### src/rtl/fifo_pkg.sv
// Shared types and constants for the async FIFO read-side output stage.
package fifo_pkg;

    localparam int DSIZE_DEF  = 8;
    localparam int BUF_DEPTH  = 2;
    localparam int MEM_RD_LAT = 1;

    typedef logic [1:0] occ_t;

    // Highest occupancy (after this cycle's pop) at which one more read may be issued.
    localparam occ_t CREDIT_MAX = occ_t'(BUF_DEPTH - MEM_RD_LAT);

    function automatic occ_t occ_sum(input occ_t count, input logic inflight);
        return count + {1'b0, inflight};
    endfunction

endpackage

### src/rtl/fifo_rd_stream_if.sv
// Valid/ready stream carrying FIFO words out of the read domain.
interface fifo_rd_stream_if
    import fifo_pkg::*;
#(
    parameter int DSIZE = DSIZE_DEF
) ();

    logic             m_valid;
    logic [DSIZE-1:0] m_data;
    logic             m_ready;

    modport master (output m_valid, output m_data, input m_ready);
    modport slave  (input m_valid, input m_data, output m_ready);

endinterface

### src/rtl/out_skid_buf.sv
// Two-entry ordered register buffer; head is entry 0, a same-cycle pop frees a slot for the write.
module out_skid_buf
    import fifo_pkg::*;
#(
    parameter int DSIZE = DSIZE_DEF
) (
    input  logic             clk,
    input  logic             rst_n,
    input  logic             clr,
    input  logic             wr_en,
    input  logic [DSIZE-1:0] wr_data,
    input  logic             pop,
    output occ_t             count,
    output logic [DSIZE-1:0] head
);

    logic [DSIZE-1:0] ent0_r, ent1_r, ent0_s, ent1_s;
    occ_t             count_r, count_s;

    // Next-state computation for entries and fill level.
    always_comb begin
        ent0_s  = ent0_r;
        ent1_s  = ent1_r;
        count_s = count_r;
        if (clr) begin
            count_s = 2'd0;
        end else begin
            case ({wr_en, pop && (count_r != 2'd0)})
                2'b10: begin
                    case (count_r)
                        2'd0: begin
                            ent0_s  = wr_data;
                            count_s = 2'd1;
                        end
                        2'd1: begin
                            ent1_s  = wr_data;
                            count_s = 2'd2;
                        end
                        default: count_s = count_r;
                    endcase
                end
                2'b01: begin
                    ent0_s  = ent1_r;
                    count_s = count_r - 2'd1;
                end
                2'b11: begin
                    if (count_r == 2'd2) begin
                        ent0_s = ent1_r;
                        ent1_s = wr_data;
                    end else begin
                        ent0_s = wr_data;
                    end
                end
                default: count_s = count_r;
            endcase
        end
    end

    // Buffer state registers.
    always_ff @(posedge clk or negedge rst_n) begin
        if (!rst_n) begin
            ent0_r  <= {DSIZE{1'b0}};
            ent1_r  <= {DSIZE{1'b0}};
            count_r <= 2'd0;
        end else begin
            ent0_r  <= ent0_s;
            ent1_r  <= ent1_s;
            count_r <= count_s;
        end
    end

    assign count = count_r;
    assign head  = ent0_r;

endmodule

### src/rtl/fifo_rd_stream.sv
// FIFO read port to valid/ready stream adapter: credit-based read issue, flush, delivered-word counter.
module fifo_rd_stream
    import fifo_pkg::*;
#(
    parameter int DSIZE = DSIZE_DEF,
    parameter int CNTW  = 16
) (
    input  logic                   rclk,
    input  logic                   rrst_n,
    input  logic                   rempty,
    input  logic [DSIZE-1:0]       mem_rdata,
    output logic                   rinc,
    fifo_rd_stream_if.master       strm,
    input  logic                   flush,
    output logic [CNTW-1:0]        word_cnt
);

    occ_t             count_s;
    occ_t             occ_s;
    logic [DSIZE-1:0] head_s;
    logic             inflight_r;
    logic             pop_s;
    logic             wr_en_s;
    logic [CNTW-1:0]  word_cnt_r;

    out_skid_buf #(.DSIZE(DSIZE)) u_buf (
        .clk     (rclk),
        .rst_n   (rrst_n),
        .clr     (flush),
        .wr_en   (wr_en_s),
        .wr_data (mem_rdata),
        .pop     (pop_s),
        .count   (count_s),
        .head    (head_s)
    );

    assign strm.m_valid = (count_s != 2'd0);
    assign strm.m_data  = head_s;
    assign pop_s        = strm.m_valid & strm.m_ready;
    assign occ_s        = occ_sum(count_s, inflight_r);
    // Data landing during a flush cycle belongs to the discarded stream.
    assign wr_en_s      = inflight_r & ~flush;

    // Read issue: only when a slot is guaranteed for the returning word.
    always_comb begin
        rinc = 1'b0;
        if (rrst_n && !rempty && !flush && ((occ_s - {1'b0, pop_s}) <= CREDIT_MAX)) begin
            rinc = 1'b1;
        end else begin
            rinc = 1'b0;
        end
    end

    // In-flight read tracking; a flush cycle never issues, so this clears too.
    always_ff @(posedge rclk or negedge rrst_n) begin
        if (!rrst_n) begin
            inflight_r <= 1'b0;
        end else begin
            inflight_r <= rinc;
        end
    end

    // Saturating count of accepted words.
    always_ff @(posedge rclk or negedge rrst_n) begin
        if (!rrst_n) begin
            word_cnt_r <= {CNTW{1'b0}};
        end else if (pop_s && (word_cnt_r != {CNTW{1'b1}})) begin
            word_cnt_r <= word_cnt_r + {{(CNTW-1){1'b0}}, 1'b1};
        end else begin
            word_cnt_r <= word_cnt_r;
        end
    end

    assign word_cnt = word_cnt_r;

endmodule

### src/flat_wrapper.sv
// flat-port wrapper written by rule: the top's interface ports become plain ports
module fifo_rd_stream_flat import fifo_pkg::*;
#(
    parameter int DSIZE = DSIZE_DEF,
    parameter int CNTW  = 16
)
  (rclk, rrst_n, rempty, mem_rdata, rinc, flush, word_cnt, strm_m_valid, strm_m_data, strm_m_ready);
  fifo_rd_stream_if #(.DSIZE(DSIZE)) strm_i ();
  input  logic rclk;
  input  logic rrst_n;
  input  logic rempty;
  input  logic [DSIZE-1:0] mem_rdata;
  output logic rinc;
  input  logic flush;
  output logic [CNTW-1:0] word_cnt;
  output wire logic [$bits(strm_i.m_valid)-1:0] strm_m_valid;
  output wire logic [$bits(strm_i.m_data)-1:0] strm_m_data;
  input wire logic [$bits(strm_i.m_ready)-1:0] strm_m_ready;
  assign strm_m_valid = strm_i.m_valid;
  assign strm_m_data = strm_i.m_data;
  assign strm_i.m_ready = strm_m_ready;
  fifo_rd_stream #(.DSIZE(DSIZE), .CNTW(CNTW)) u_core (.rclk(rclk), .rrst_n(rrst_n), .rempty(rempty), .mem_rdata(mem_rdata), .rinc(rinc), .strm(strm_i), .flush(flush), .word_cnt(word_cnt));
endmodule
### config.mk
export PLATFORM = sky130hd
export DESIGN_NAME = fifo_rd_stream_flat
export DESIGN_NICKNAME = d
export VERILOG_FILES = /design/src/rtl/fifo_pkg.sv /design/src/rtl/fifo_rd_stream_if.sv /design/src/rtl/out_skid_buf.sv /design/src/rtl/fifo_rd_stream.sv /design/src/flat_wrapper.sv
export SDC_FILE = /design/constraint.sdc
export NUM_CORES = 1
export LEC_CHECK = 0
export ABC_AREA = 1
export CAP_MARGIN = 20
export CORE_MARGIN = 10
export CORE_UTILIZATION = 48
export DETAILED_ROUTE_END_ITERATION = 8
export GPL_ROUTABILITY_DRIVEN = 0
export PLACE_DENSITY = 0.87
export SLEW_MARGIN = 0
export SYNTH_ARGS = -nofsm -noshare
export SYNTH_HDL_FRONTEND = slang
export SYNTH_HIERARCHICAL = 1
export SYNTH_SLANG_ARGS = --single-unit
### constraint.sdc
create_clock -name rclk -period 1.8 [get_ports rclk]
set_clock_uncertainty 0.15 [all_clocks]
set_input_delay 0.18 -clock rclk [delete_from_list [all_inputs] [get_ports rclk]]
set_output_delay 0.18 -clock rclk [all_outputs]
set_load 0.05 [all_outputs]
==> impl_results.md <==
* Status: finished, violations left
* Violated checks: setup timing
* Post-route ant nets at 0
* Final setup viols at 18
* Mapped Nets at 331
* Clock transition at the registers of the reported paths at 80 ps
* Clock root buffer: clkbuf_8
* Initial Utilization at 50.0%
* Vias/cell at 5.17
* Port bufs at 38
* 1st-iter DRT viols at 223
* Grt total ovfl at 0
* Critical Setup Path Class: reg2out
* Post-Syn Instances at 312
* Period utilisation layout at 114%
* Post-DP HPWL at 3970 microns
* Max Fclk at 487 MHz
* Worst Tran Pin Value at 470 ps
* Post-Layout Cell Count at 431
* Fin. max-slew vios at 0
* Share of cells above drive strength 1 at 29.6%
* Largest net degree at the start of global routing at 36
* Site row count at 24
* Unique masters post-synth at 25
* Die height at 87.8 microns
* Via count at 2229
* Critical path required time at 1470 ps
* Flops & latches, synth at 35
* Drc violations at 0
* Power per Cell Area at 1560 nW/um^2
* First-pass GRT wire length at 9140 microns
* Syn Area/Cell at 7.07 sq um
* Worst-Skew Late Latency at 290 ps
* Worst-path maximum fanout at 2
* Register area share after synthesis at 39.7%
* Io pins at 39
* CTS tree: yes
* Vias in the first global route at 2042
* Worst path arrival time at 1720 ps
* Setup crit end kind: output port
* GRT Total Usage at 14.4%
* Final nets at 397
* Worst setup SP type: flip-flop
* Total detailed-routing wirelength at 6150 microns
* Sum Neg Setup Slack at -1430 ps
* Final hold vios at 0
* N_diodes at 0
* Clk sinks at 35
* Core area at 4410 sq um
* Max Cap Viol at 0
* Synthesis-to-layout area growth at 38.6%
* Mapped Area at 2210 sq um
* CTS max path bufs at 2
* Pwr Total at 4760 uW
* DIE AREA at 7710 sq um
* WL per Instance at 14.3 microns
* Relative slew slack at 68.7%
* Die X at 87.8 microns
* Pre-antenna DRT Iters at 5
* Maximum VDD drop at 0.791 mV
* Hold/Removal Path Class: in2async
* H-tree depth at 2
* Fillers at 329
* Hold_buf cts at 0
* Pleak at 0.00151 uW
* WHS at 211 ps
* RSZ-0062 raised after global routing: true
* Initial antenna violation count at 0
* Cts bufs inserted at 5
* Final min period at 2050 ps
* Yosys warning total at 6
* Post-Place Cells at 414
* Final worst-path setup slack at -252 ps
## report_power, final
part | switching [uW] | leakage (uW) | internal [uW] | total, uW
Sequential | 287 | 0.000457 | 1080 | 1370
Combinational | 1760 | 0.00101 | 1020 | 2790
Clock | 293 | 0.0000482 | 309 | 602
Total | 2340 | 0.00151 | 2410 | 4760
## synth_stat cells
library cell	instances	area [sq um]
nor2_1	21	78.8
o21ai_0	3	15.0
inv_1	43	161
xor2_1	2	17.5
nor2_4	5	56.3
o21a_1	1	7.51
o21ai_1	2	10.0
nand3_2	1	10.0
o21ai_2	3	26.3
inv_4	1	6.26
ha_1	6	75.1
xnor2_1	3	26.3
nand3_1	27	135
buf_6	1	11.3
nor2_8	1	20.0
nor3_1	2	10.0
nand2_1	130	488
nand2_2	5	31.3
a21oi_4	1	16.3
nor2_2	3	18.8
nand4_1	7	43.8
inv_2	6	22.5
nand2_4	2	22.5
nand2_8	1	20.0
dfrtp_1	35	876
## per-layer routing
layer	routed length, microns	GRT usage (%)	up-vias	part of all wire (%)
li1	-	-	1085	-
met1	2500	18.1	1039	41
met2	3110	23.4	94	51
met3	444	3.25	11	7.2
met4	102	5.80	0	1.7
met5	0	0	-	0
## state kept, by name (all words and copies together) (netlist names)
name                 count
u_core/inflight_r        1
u_core/u_buf/count       2
u_core/u_buf/ent1_r      8
u_core/u_buf/head        8
u_core/word_cnt         16
## final timing paths
| check | slack, ps | cells after the start | startpoint | endpoint |
|---|---|---|---|---|
| setup / recovery | -250 | 7 | u_core/u_buf/count[0] | rinc |
| hold / removal | 210 | 2 | rrst_n | u_core/inflight_r |
| setup reg to reg | -110 | 13 | u_core/u_buf/count[1] | u_core/u_buf/ent1_r[4] |
| hold reg to reg | 330 | 2 | u_core/u_buf/head[1] | u_core/u_buf/head[1] |
| max in group asynchronous | 950 | 2 | rrst_n | u_core/word_cnt[0] |
| min in group rclk | 330 | 2 | u_core/u_buf/head[1] | u_core/u_buf/head[1] |
## worst max-delay path, stage by stage, from the launching register on
cell	delay [ps]
dfrtp_1	420
nor2_4	150
nor2_4	50
ha_4	150
xor2_2	140
o21a_1	130
nor3_4	220
buf_12	170
## cell families after synthesis
group / count (synthesis) / synth area share (%)
AOI/OAI and AO/OA: 10 / 3.40
xor gates and xnor gates: 5 / 1.99
adders and majority gates: 6 / 3.40
buffers and inverters: 51 / 9.13
DFF: 35 / 39.7
and+or+nand+nor: 205 / 42.4
## what timing repair did
action / CTS / global route
endpoints found under the setup margin: 2 / 19
cloned: 0 / 1
pin swaps: 4 / 5
gates resized for setup: 4 / 34
setup buffers: 3 / 5
## per-stage QoR
step,cell area (sq um),setup slack (ps),util (%)
2_1_floorplan,2230,-208,-
3_3_place_gp,2740,-116,62.0
3_5_place_dp,2740,-159,62.0
4_1_cts,2870,-264,65.1
5_1_grt,3060,-328,69.2
6_report,3060,-252,69.2
## area by class of cell
class	instances	area, sq um	share of cell area [%]
Multi-Input combinational cell	227	1280	42.0
Tap cell	52	65.1	2.13
Inverter	50	200	6.55
Sequential cell	35	878	28.7
Clock inverter	1	5.00	0.164
Timing Repair Buffer	59	538	17.6
Clock buffer	7	86.3	2.82
## cells in the final DEF (no fill, tap or decap), types with 3 or more instances in the layout
cell             instances
inv_2                    5
inv_4                    3
buf_6                    4
inv_1                   41
clkdlybuf4s50_1         12
buf_12                   4
dfrtp_1                 33
nor2_2                   4
o21ai_0                  3
buf_4                   39
ha_1                     4
nand2_4                  3
o21ai_2                  3
nand3_2                  4
clkbuf_8                 6
nor2_1                  19
nand3_1                 23
nor2_4                   6
nand2_2                 17
nand2_1                116
nand4_1                  7
xnor2_1                  3
nand2_8                  3
(Power assumes the default switching activity.)
